[config.mk]
export PLATFORM = sky130hd
export DESIGN_NAME = uart_bus_bridge
export DESIGN_NICKNAME = d
export VERILOG_FILES = /design/src/rtl/uart_bus_bridge.sv
export SDC_FILE = /design/constraint.sdc
export NUM_CORES = 1
export LEC_CHECK = 0
export BUFFER_PORTS_ARGS = -buffer_cell sky130_fd_sc_hd__buf_4
export CAP_MARGIN = 5
export CELL_PAD_IN_SITES_DETAIL_PLACEMENT = 1
export CELL_PAD_IN_SITES_GLOBAL_PLACEMENT = 2
export CORE_ASPECT_RATIO = 1.5
export CORE_UTILIZATION = 30
export CTS_CLUSTER_SIZE = 16
export DETAILED_ROUTE_END_ITERATION = 10
export GPL_TIMING_DRIVEN = 0
export HOLD_SLACK_MARGIN = 0.05
export PLACE_DENSITY_LB_ADDON = 0.1
export SYNTH_ARGS = -nofsm -noshare
export SYNTH_HDL_FRONTEND = slang
export SYNTH_SLANG_ARGS = --single-unit
[constraint.sdc]
create_clock -name clk -period 3.9 [get_ports clk]
set_input_delay 1.17 -clock clk [delete_from_list [all_inputs] [get_ports clk]]
set_output_delay 1.17 -clock clk [all_outputs]
set_load 0.01 [all_outputs]
[src/rtl/uart_bus_bridge.sv]
// ---------------------------------------------------------------------------
// uart_bus_bridge
//
// Turns byte frames from a UART receiver into single 8-bit bus transactions.
// Each bus transaction produces one reply byte for the UART transmitter.
//
//   Write frame : 'W'(0x57) ADDR_HI ADDR_LO DATA -> bus write, reply 'K'(0x4B)
//   Read frame  : 'R'(0x52) ADDR_HI ADDR_LO      -> bus read,  reply = read data
//
// Optional feature macro: UART_BUS_BRIDGE_TIMEOUT_EN
//   When it is defined, a partial frame is abandoned (err pulse, back to IDLE)
//   after TIMEOUT_CYCLES clocks without a new byte. When it is undefined, a
//   partial frame waits indefinitely.
//
// Parameters
//   TIMEOUT_CYCLES  maximum idle clocks between bytes of one frame
//
// Ports
//   clk            single clock, rising edge
//   rst            synchronous, active-high reset
//   rx_data        received byte
//   rx_data_valid  one-cycle pulse qualifying rx_data
//   rx_data_ready  bridge can take a byte (low while a bus cycle/reply runs)
//   tx_data        reply byte
//   tx_data_valid  reply request, held until tx_data_ready
//   tx_data_ready  transmitter idle
//   bus_addr       bus address
//   bus_data_o     bus write data
//   bus_data_i     combinational bus read data
//   bus_cs         one-cycle bus strobe
//   R_W_n          1 = read, 0 = write (1 whenever no write is strobed)
//   busy           FSM is not in IDLE
//   err            one-cycle pulse on a framing error
// ---------------------------------------------------------------------------
module uart_bus_bridge #(
   parameter int TIMEOUT_CYCLES = 2517500
) (
   input  logic        clk,
   input  logic        rst,
   input  logic [7:0]  rx_data,
   input  logic        rx_data_valid,
   output logic        rx_data_ready,
   output logic [7:0]  tx_data,
   output logic        tx_data_valid,
   input  logic        tx_data_ready,
   output logic [15:0] bus_addr,
   output logic [7:0]  bus_data_o,
   input  logic [7:0]  bus_data_i,
   output logic        bus_cs,
   output logic        R_W_n,
   output logic        busy,
   output logic        err
);

   localparam logic [2:0] S_IDLE    = 3'd0;
   localparam logic [2:0] S_ADDR_HI = 3'd1;
   localparam logic [2:0] S_ADDR_LO = 3'd2;
   localparam logic [2:0] S_DATA    = 3'd3;
   localparam logic [2:0] S_BUS     = 3'd4;
   localparam logic [2:0] S_REPLY   = 3'd5;

   localparam logic [7:0] CMD_READ  = 8'h52;
   localparam logic [7:0] CMD_WRITE = 8'h57;
   localparam logic [7:0] ACK_BYTE  = 8'h4B;

   logic [2:0] state;
   logic       is_read;   // latched command of the frame in progress
   logic       accept;
   logic       timeout;

   // Bytes are only taken while a frame is being collected; anything that
   // arrives during the bus cycle or the reply is dropped.
   assign rx_data_ready = (state == S_IDLE) || (state == S_ADDR_HI) ||
                          (state == S_ADDR_LO) || (state == S_DATA);
   assign accept        = rx_data_valid && rx_data_ready;
   assign busy          = (state != S_IDLE);

`ifdef UART_BUS_BRIDGE_TIMEOUT_EN
   localparam int CNT_W = $clog2(TIMEOUT_CYCLES + 1);

   logic [CNT_W-1:0] idle_cnt;
   logic             waiting;

   assign waiting = (state == S_ADDR_HI) || (state == S_ADDR_LO) ||
                    (state == S_DATA);

   // Expires on the TIMEOUT_CYCLES-th idle clock; a byte accepted in that
   // same clock wins over the timeout.
   assign timeout = waiting && !accept &&
                    (idle_cnt == CNT_W'(TIMEOUT_CYCLES - 1));

   always_ff @(posedge clk) begin
      if (rst) begin
         idle_cnt <= '0;
      end else if (!waiting || accept || timeout) begin
         idle_cnt <= '0;
      end else if (idle_cnt != CNT_W'(TIMEOUT_CYCLES)) begin
         idle_cnt <= idle_cnt + CNT_W'(1);
      end
   end
`else
   assign timeout = 1'b0;
`endif

   always_ff @(posedge clk) begin
      if (rst) begin
         state         <= S_IDLE;
         is_read       <= 1'b0;
         bus_addr      <= '0;
         bus_data_o    <= '0;
         bus_cs        <= 1'b0;
         R_W_n         <= 1'b1;
         tx_data       <= '0;
         tx_data_valid <= 1'b0;
         err           <= 1'b0;
      end else begin
         // NOTE: non-blocking assignments keep every register in this block
         // updating from the pre-edge values; these defaults make bus_cs and
         // err single-cycle pulses and park R_W_n at read.
         bus_cs <= 1'b0;
         R_W_n  <= 1'b1;
         err    <= 1'b0;

         if (timeout) begin
            state <= S_IDLE;
            err   <= 1'b1;
         end else begin
            case (state)
               S_IDLE: begin
                  if (accept) begin
                     if ((rx_data == CMD_READ) || (rx_data == CMD_WRITE)) begin
                        is_read <= (rx_data == CMD_READ);
                        state   <= S_ADDR_HI;
                     end else begin
                        err <= 1'b1;
                     end
                  end
               end
               S_ADDR_HI: begin
                  if (accept) begin
                     bus_addr[15:8] <= rx_data;
                     state          <= S_ADDR_LO;
                  end
               end
               S_ADDR_LO: begin
                  if (accept) begin
                     bus_addr[7:0] <= rx_data;
                     if (is_read) begin
                        // Strobe is registered so it coincides with the BUS state.
                        bus_cs <= 1'b1;
                        state  <= S_BUS;
                     end else begin
                        state <= S_DATA;
                     end
                  end
               end
               S_DATA: begin
                  if (accept) begin
                     bus_data_o <= rx_data;
                     bus_cs     <= 1'b1;
                     R_W_n      <= 1'b0;
                     state      <= S_BUS;
                  end
               end
               S_BUS: begin
                  // bus_data_i is sampled at the edge that ends the strobe.
                  tx_data       <= is_read ? bus_data_i : ACK_BYTE;
                  tx_data_valid <= 1'b1;
                  state         <= S_REPLY;
               end
               S_REPLY: begin
                  if (tx_data_ready) begin
                     tx_data_valid <= 1'b0;
                     state         <= S_IDLE;
                  end
               end
               default: begin
                  state <= S_IDLE;
               end
            endcase
         end
      end
   end

endmodule

# After elaboration in Yosys (flattened, before gate mapping)
# Cells that the tools add are included.
# word_totals
reg_bits	40
input_bits	20
elab_cells	59
# op_classes
n_eq_ne	13
n_mux	17
bitwise_logic	3
n_reduce_logical	16
# ops
cell	count
2-to-1 mux 3 bit	7
one-hot mux 3 bit (6 select lines)	1
equality test 8 x 7 -> 1 bit, second input constant	2
inequality test 2 bit, second input constant	5
2-to-1 mux 8 bit	1
AND reduction 2 bit	4
equality test 3 x 2 -> 1 bit, second input constant	2
equality test 3 bit, second input constant	2
2-to-1 mux 1 bit	6
AND reduction 6 bit	1
logical OR 1 bit	4
one-hot mux 1 bit (2 select lines)	2
equality test 3 x 1 -> 1 bit, second input constant	1
logical NOT 3 bit	1
inverter 1 bit	3
AND reduction 3 bit	1
nonzero test 3 bit	1
OR reduction 3 bit	1
inequality test 2 x 1 -> 1 bit, second input constant	1
nonzero test 2 bit	1
OR reduction 2 bit	1
logical AND 1 bit	1

# Depth between registers and ports, before layout
# Gate-level depths: netlist of the first run.
# depth
depth_word	7
mapped_depth	5
depth_no_buf	3

# Worst setup path after synthesis of the first run
# OpenSTA, ideal clock, no wires.
# synth_path
path_type	reg2out
startpoint	register state[2]
endpoint	output busy
arrival_time_ps	975
setup_slack_ps	1755
path_stages_with_launch	4
path_cell_list	dfxtp_1 > buf_6 > buf_2 > or3_1
# synth_via
elab_chain_cells	1
# synth_rtl
element	line	rtl
start: declaration	66	logic [2:0] state;
start signal: assignment	107	state <= S_IDLE;
start signal: assignment	125	state <= S_IDLE;
start signal: assignment	133	state <= S_ADDR_HI;
nonzero test 3 bit	76	assign busy = (state != S_IDLE);
end: declaration	51	output logic busy,
# No other way between the ends.

# Final worst setup path of the first run
# Ends and elaborated chain as after synthesis.

==> results of run 1 <==
state kept, by name, indices dropped and copies added (netlist names):
name	count
R_W_n	1
bus_addr	16
bus_cs	1
bus_data_o	8
err	1
is_read	1
state	3
tx_data	8
tx_data_valid	1
Yosys cell counts, types with 2 or more instances:
master / n / area [sq um]
dfxtp_1: 40 / 801
nand2_1: 25 / 93.8
a21oi_1: 21 / 105
nor2_1: 18 / 67.6
mux2i_1: 16 / 160
buf_2: 5 / 25.0
clkbuf_1: 4 / 15.0
nand3_1: 4 / 20.0
o21ai_1: 4 / 20.0
buf_4: 3 / 22.5
nand2b_1: 3 / 18.8
a311oi_1: 2 / 17.5
and3_1: 2 / 12.5
and4bb_1: 2 / 25.0
buf_6: 2 / 22.5
inv_1: 2 / 7.51
nor3_1: 2 / 10.0
nor4b_2: 2 / 30.0
o21ai_0: 2 / 10.0
or3_1: 2 / 12.5
tightest hold or removal path, delay by kind of cell (launching register included):
family / cells / cell delay, ns
AOI/OAI and AO/OA: 1 / 0.05
DFF: 1 / 0.31
and+or+nand+nor: 1 / 0.05
metrics by stage:
stage	total power, W	hold slack, ns	utilization, %	instance area [sq um]	std cells
final	0.000744	0.459	42.9	2230	308
after detailed placement	0.000467	0.452	41.1	2140	300
after global placement	0.000465	0.439	41.1	2140	300
after global routing	0.000773	0.481	42.9	2230	308
after floorplan	0.000437	0.476	-	1630	176
after CTS	0.000755	0.463	42.9	2230	308
power by group through the flow:
stage               Combinational (W)  Clock, W  Sequential, W
finish                      0.0000460  0.000288       0.000410
global route                0.0000510  0.000311       0.000410
CTS                         0.0000469  0.000298       0.000410
detailed placement          0.0000468         0       0.000420
global placement            0.0000454         0       0.000420
floorplan                   0.0000169         0       0.000420
kinds of logic after synthesis:
group	after synthesis	share of synthesized area [%]
muxes	16	9.80
DFF	40	49.0
xor gates and xnor gates	1	0.536
AOI/OAI and AO/OA	33	12.0
and+or+nand+nor	69	22.7
buffers and inverters	17	5.90
worst min-delay path by stage:
| stage | startpoint | endpoint | cells past startpoint |
|---|---|---|---|
| 3_3_place_gp | tx_data[6]$_SDFFE_PP0P_ | tx_data[6]$_SDFFE_PP0P_ | 2 |
| 3_5_place_dp | tx_data[6]$_SDFFE_PP0P_ | tx_data[6]$_SDFFE_PP0P_ | 2 |
| 2_1_floorplan | tx_data[2]$_SDFFE_PP0P_ | tx_data[2]$_SDFFE_PP0P_ | 2 |
| 6_report | tx_data[6]$_SDFFE_PP0P_ | tx_data[6]$_SDFFE_PP0P_ | 2 |
| 4_1_cts | tx_data[6]$_SDFFE_PP0P_ | tx_data[6]$_SDFFE_PP0P_ | 2 |
| 5_1_grt | tx_data[1]$_SDFFE_PP0P_ | tx_data[1]$_SDFFE_PP0P_ | 2 |
final cells by class:
class                           count  area share [%]
Multi-Input combinational cell    119            33.0
Sequential cell                    40            35.9
Tap cell                           68            3.81
Timing Repair Buffer               56            18.8
Inverter                            3           0.504
Clock buffer                        7            3.87
Buffer                             14            3.81
Clock inverter                      1           0.336
layer usage:
layer	routed length, um	global-route usage (%)
met5	0	0
met4	55	5.62
met3	218	3.94
met2	2430	32.0
met1	1790	17.6
==> reports/qor.json, run 1 <==
{
  "status": "complete, no violations",
  "post_cts_hold_buffer_count": 0,
  "power.switching_fraction_pct": 22.9,
  "internal_power_w": 0.000574,
  "critical_path_arrival_ns": 1.43,
  "core_sq_mm": 0.00520,
  "drtAntennaViolNets": 0,
  "fillers": 616,
  "worst_setup_path_start_kind": "register",
  "crit_type": "register to primary output",
  "clock_tree.buffer_depth": 2,
  "critPathTopFamily": "buffers and inverters",
  "power.share.combinational_pct": 6.2,
  "period_needed_ns": 2.60,
  "nNetsFinal": 259,
  "synth_sequential_area_ratio_pct": 49.0,
  "final_routed_wirelength_um": 4490,
  "multi_input_area_sq_um": 737,
  "finalClockSkew_ns": 0.00529,
  "timing.setup.tns_ns": 0,
  "final.setup.worst_slack_ns": 1.30,
  "grt.overflow.total": 0,
  "setup_repair_after_global_routing_missed_its_margin": "no",
  "vias_in_the_first_global_route": 1598,
  "grt_util_all_layers_pct": 16.7,
  "cp-startpoint": "state[2]$_SDFFE_PP0P_",
  "die_x_um": 62.3,
  "clk_lat_worst_skew_ns": 0.29,
  "worstSetupPathDepth": 4,
  "slowest_delay_ns": 0.37,
  "r2r_depth": 5,
  "cts_root_buffer": "clkbuf_8",
  "timing.fmax_mhz": 384,
  "dpl_worst_slack_ns": 1.52,
  "final_layout_size_suffix_gt1_share_pct": 32.9,
  "fp.dieArea_sq_mm": 0.00575,
  "start_util_pct": 31.4,
  "place.gp.congestion": 0.668,
  "router_iterations_before_antenna_repair": 3,
  "switching_power_w": 0.000170,
  "post_synth_instance_area_sq_mm": 0.00163,
  "via_per_inst": 4.86,
  "grt_antenna_before_repair": 0,
  "area_growth_pct": 36.7,
  "synth.net_count": 196,
  "critical-path-slowest-cell": "or3_1",
  "cap_violations": 0,
  "synth.avg_cell_area_sq_um": 9.28,
  "layout_common_cells": "59 x buf_4, 40 x dfxtp_1, 25 x nand2_1",
  "cellPowerDensity_mw_per_mm2": 333,
  "finalHoldViolations": 0,
  "edff_count_synth": 0,
  "buffer_ports.inserted": 56,
  "end_kind": "primary output",
  "cts_inserted_buffers": 5,
  "critical_path.reg2reg.endpoint": "bus_data_o[2]$_SDFFE_PP0P_",
  "post_cts_buffers": 0,
  "worstPathRequired_ns": 2.73,
  "grt_max_degree": 13,
  "sequential_group_share_of_total_power_pct": 55.1,
  "hold_path_class": "register to register",
  "cts_max_level": 2,
  "ys_seq_elements": 40,
  "async_set_or_reset_register_ratio_after_synthesis_pct": 0,
  "launch_instance_of_the_worst_register_to_register_path": "state[2]$_SDFFE_PP0P_",
  "post-dp-hpwl_um": 3460,
  "tritoncts_sinks": 40,
  "critical_path_peak_fanout": 10,
  "cells_traversed_along_the_worst_timing_path": "buf_6 > buf_2 > or3_1 > buf_4",
  "slew-limit-headroom_pct": 64.7,
  "power.ir.vdd_worst_mv": 0.198,
  "floorplan.die.height_um": 92.4,
  "cts-resized-gates": 0,
  "commonest_non_fill_non_tap_cell_in_the_layout": "buf_4",
  "worst-path-buf-inv": 3,
  "r2r_setup_slk_ns": 2.51,
  "antennaDiodeCount": 0,
  "worstMarginPinSlew_ns": 0.530,
  "yosys.cell_types.count": 35,
  "detailed_route_iter0_violations": 27,
  "route.detailed.drc": 0,
  "timing.final.crit_share_pct": 66.8,
  "sequential_cell_area_sq_um": 801,
  "row_count": 32,
  "grt_pass1_wl_um": 7500,
  "yosys_warnings": 0,
  "synthCells": 176,
  "detailroute.via_count": 1497,
  "power.clock.fraction_pct": 38.7,
  "crit_end": "busy",
  "boundaryPins": 58,
  "power.leakage_nw": 0.883,
  "clkTransAtPathRegs_ns": 0.07,
  "finalSetupViolCount": 0,
  "synth_ff_type": "dfxtp_1",
  "report.final.slew_viol_count": 0,
  "cts_tree": "built",
  "routed_wire_length_per_instance_um": 14.6
}
(Power assumes the default switching activity.)
==> run 2, diff against run 1 <==
Settings changed: CORE_UTILIZATION 30 to 25.
Clock period 3.9 ns to 2.27 ns, I/O delays scaled along.
==> run 2 against run 1 <==
Final cell count is 1.9% higher. Register-to-register slack worse by 1.7 ns. Core utilization is 6.4 points lower. Flip-flop and latch count stayed put. First-iteration DRC count is 67% higher. Design area is 1.6% higher. Die area is 19% higher. Global-route usage is 1.7 points lower. Combinational power is 74% higher. Routed wire length is 2.9% higher. Setup slack worse by 1.1 ns. Hold slack better by 0.0016 ns. Critical path type unchanged.
==> reports/qor.json, run 2 (synthesized netlist as in run 1, its figures left out) <==
{
  "grt_util_met1_pct": 18.6,
  "floorplan.die.height_um": 101,
  "critPathTopFamily": "buffers and inverters",
  "largestRegisters": "bus_addr: 16 flops, bus_data_o: 8 flops, tx_data: 8 flops",
  "power.share.combinational_pct": 5.7,
  "worstPathRequired_ns": 1.59,
  "timing.final.crit_share_pct": 93.3,
  "power.switching_fraction_pct": 21.9,
  "final_routed_wirelength_um": 4610,
  "vias_in_the_first_global_route": 1492,
  "finalSetupViolCount": 0,
  "slew-limit-headroom_pct": 63.8,
  "clkTransAtPathRegs_ns": 0.08,
  "power.clock.fraction_pct": 44.2,
  "critical_path_arrival_ns": 1.44,
  "finalClockSkew_ns": 0.00703,
  "finalHoldViolations": 0,
  "cellPowerDensity_mw_per_mm2": 620,
  "cts-resized-gates": 0,
  "power.leakage_nw": 0.900,
  "critical_path_peak_fanout": 10,
  "cts_root_buffer": "clkbuf_8",
  "busiest_layer_in_global_routing": "met2",
  "fp.dieArea_sq_mm": 0.00687,
  "core_sq_mm": 0.00622,
  "grt_max_degree": 14,
  "crit_type": "register to primary output",
  "commonest_non_fill_non_tap_cell_in_the_layout": "buf_4",
  "layout_common_cells": "59 x buf_4, 40 x dfxtp_1, 25 x nand2_1",
  "power.ir.vdd_worst_mv": 0.292,
  "final.setup.worst_slack_ns": 0.152,
  "internal_power_w": 0.00110,
  "worst_setup_path_start_kind": "register",
  "detailroute.via_count": 1464,
  "grt_pass1_wl_um": 7570,
  "cts_tree": "built",
  "routed_wire_length_per_instance_um": 14.7,
  "post-dp-hpwl_um": 3390,
  "period_needed_ns": 2.12,
  "boundaryPins": 58,
  "via_per_inst": 4.66,
  "multi_input_area_sq_um": 737,
  "tritoncts_sinks": 40,
  "gr-usage-met2_pct": 24.1,
  "buffer_ports.inserted": 56,
  "final_layout_size_suffix_gt1_share_pct": 33.3,
  "sequential_group_share_of_total_power_pct": 50.1,
  "worstMarginPinSlew_ns": 0.542,
  "hold_path_class": "register to register",
  "setup_repair_after_global_routing_missed_its_margin": "no",
  "cells_traversed_along_the_worst_timing_path": "buf_6 > buf_2 > or3_1 > buf_4",
  "largest_register_ff_count": 16,
  "place.gp.congestion": 0.672,
  "clk_lat_worst_skew_ns": 0.29,
  "switching_power_w": 0.000308,
  "drtAntennaViolNets": 0,
  "dpl_worst_slack_ns": 0.362,
  "router_iterations_before_antenna_repair": 2,
  "slowest_delay_ns": 0.37,
  "end_kind": "primary output",
  "cts_inserted_buffers": 5,
  "grt.overflow.total": 0,
  "post_cts_hold_buffer_count": 0,
  "grt_util_met3_pct": 3.96,
  "post_cts_buffers": 0,
  "detailed_route_iter0_violations": 45,
  "die_x_um": 68.0,
  "final.hold.worst_slack_ns": 0.460,
  "nNetsFinal": 259,
  "cts_max_level": 2,
  "grt_util_all_layers_pct": 15.0,
  "timing.setup.tns_ns": 0,
  "worst-path-buf-inv": 3,
  "clock_tree.buffer_depth": 2,
  "row_count": 35,
  "area_growth_pct": 38.8,
  "start_util_pct": 26.3,
  "sequential_cell_area_sq_um": 801,
  "antennaDiodeCount": 0,
  "grt_antenna_before_repair": 0,
  "status": "complete, no violations",
  "report.final.slew_viol_count": 0,
  "cap_violations": 0,
  "timing.fmax_mhz": 472,
  "critical-path-slowest-cell": "or3_1",
  "route.detailed.drc": 0,
  "regMostFlops": "bus_addr",
  "fillers": 746
}
run 2: worst paths after layout:
check | start | to | slack (ns) | cells after the start
worst max-delay path | state[2]$_SDFFE_PP0P_ | busy | 0.15 | 4
worst min-delay path | tx_data[7]$_SDFFE_PP0P_ | tx_data[7]$_SDFFE_PP0P_ | 0.46 | 2
worst max register to register | state[2]$_SDFFE_PP0P_ | bus_data_o[7]$_SDFFE_PP0P_ | 0.85 | 5
worst min register to register | tx_data[7]$_SDFFE_PP0P_ | tx_data[7]$_SDFFE_PP0P_ | 0.46 | 2
run 2: worst reg2reg max path, delay by kind of cell, from the launching register on:
| kind | cells | cell delay, ns |
|---|---|---|
| AND/OR/NAND/NOR | 2 | 0.60 |
| AO/OA/AOI/OAI | 1 | 0.07 |
| flip-flops | 1 | 0.32 |
| buffers and inverters | 2 | 0.30 |
run 2: layer usage:
| layer | wire (um) | vias up |
|---|---|---|
| li1 | - | 735 |
| met1 | 2040 | 682 |
| met2 | 2270 | 41 |
| met3 | 228 | 6 |
| met4 | 74 | 0 |
| met5 | 0 | - |
run 2: layout make-up:
class                   instances  share of cell area, %
repair buffers                 56                   18.5
flip-flops and latches         40                   35.3
clock buffers                   6                   3.64
plain buffers                  14                   3.75
clock inverters                 2                   1.71
inverters                       3                  0.496
well taps                      74                   4.08
multi-input cells             119                   32.5
run 2: metrics by stage:
stage	cells	utilization (%)	area, sq um	total power, W
final	314	36.5	2270	0.00141
after global routing	314	36.5	2270	0.00147
after CTS	314	36.5	2270	0.00143
after detailed placement	306	34.5	2150	0.000804
after global placement	306	34.5	2150	0.000804
after floorplan	176	-	1630	0.000751
run 2: power by group through the flow:
| stage | registers, W | logic (W) | clock network [W] |
|---|---|---|---|
| 4_1_cts | 0.000705 | 0.0000824 | 0.000640 |
| 2_1_floorplan | 0.000722 | 0.0000291 | 0 |
| 5_1_grt | 0.000705 | 0.0000888 | 0.000674 |
| 6_report | 0.000705 | 0.0000801 | 0.000621 |
| 3_5_place_dp | 0.000721 | 0.0000822 | 0 |
| 3_3_place_gp | 0.000721 | 0.0000826 | 0 |
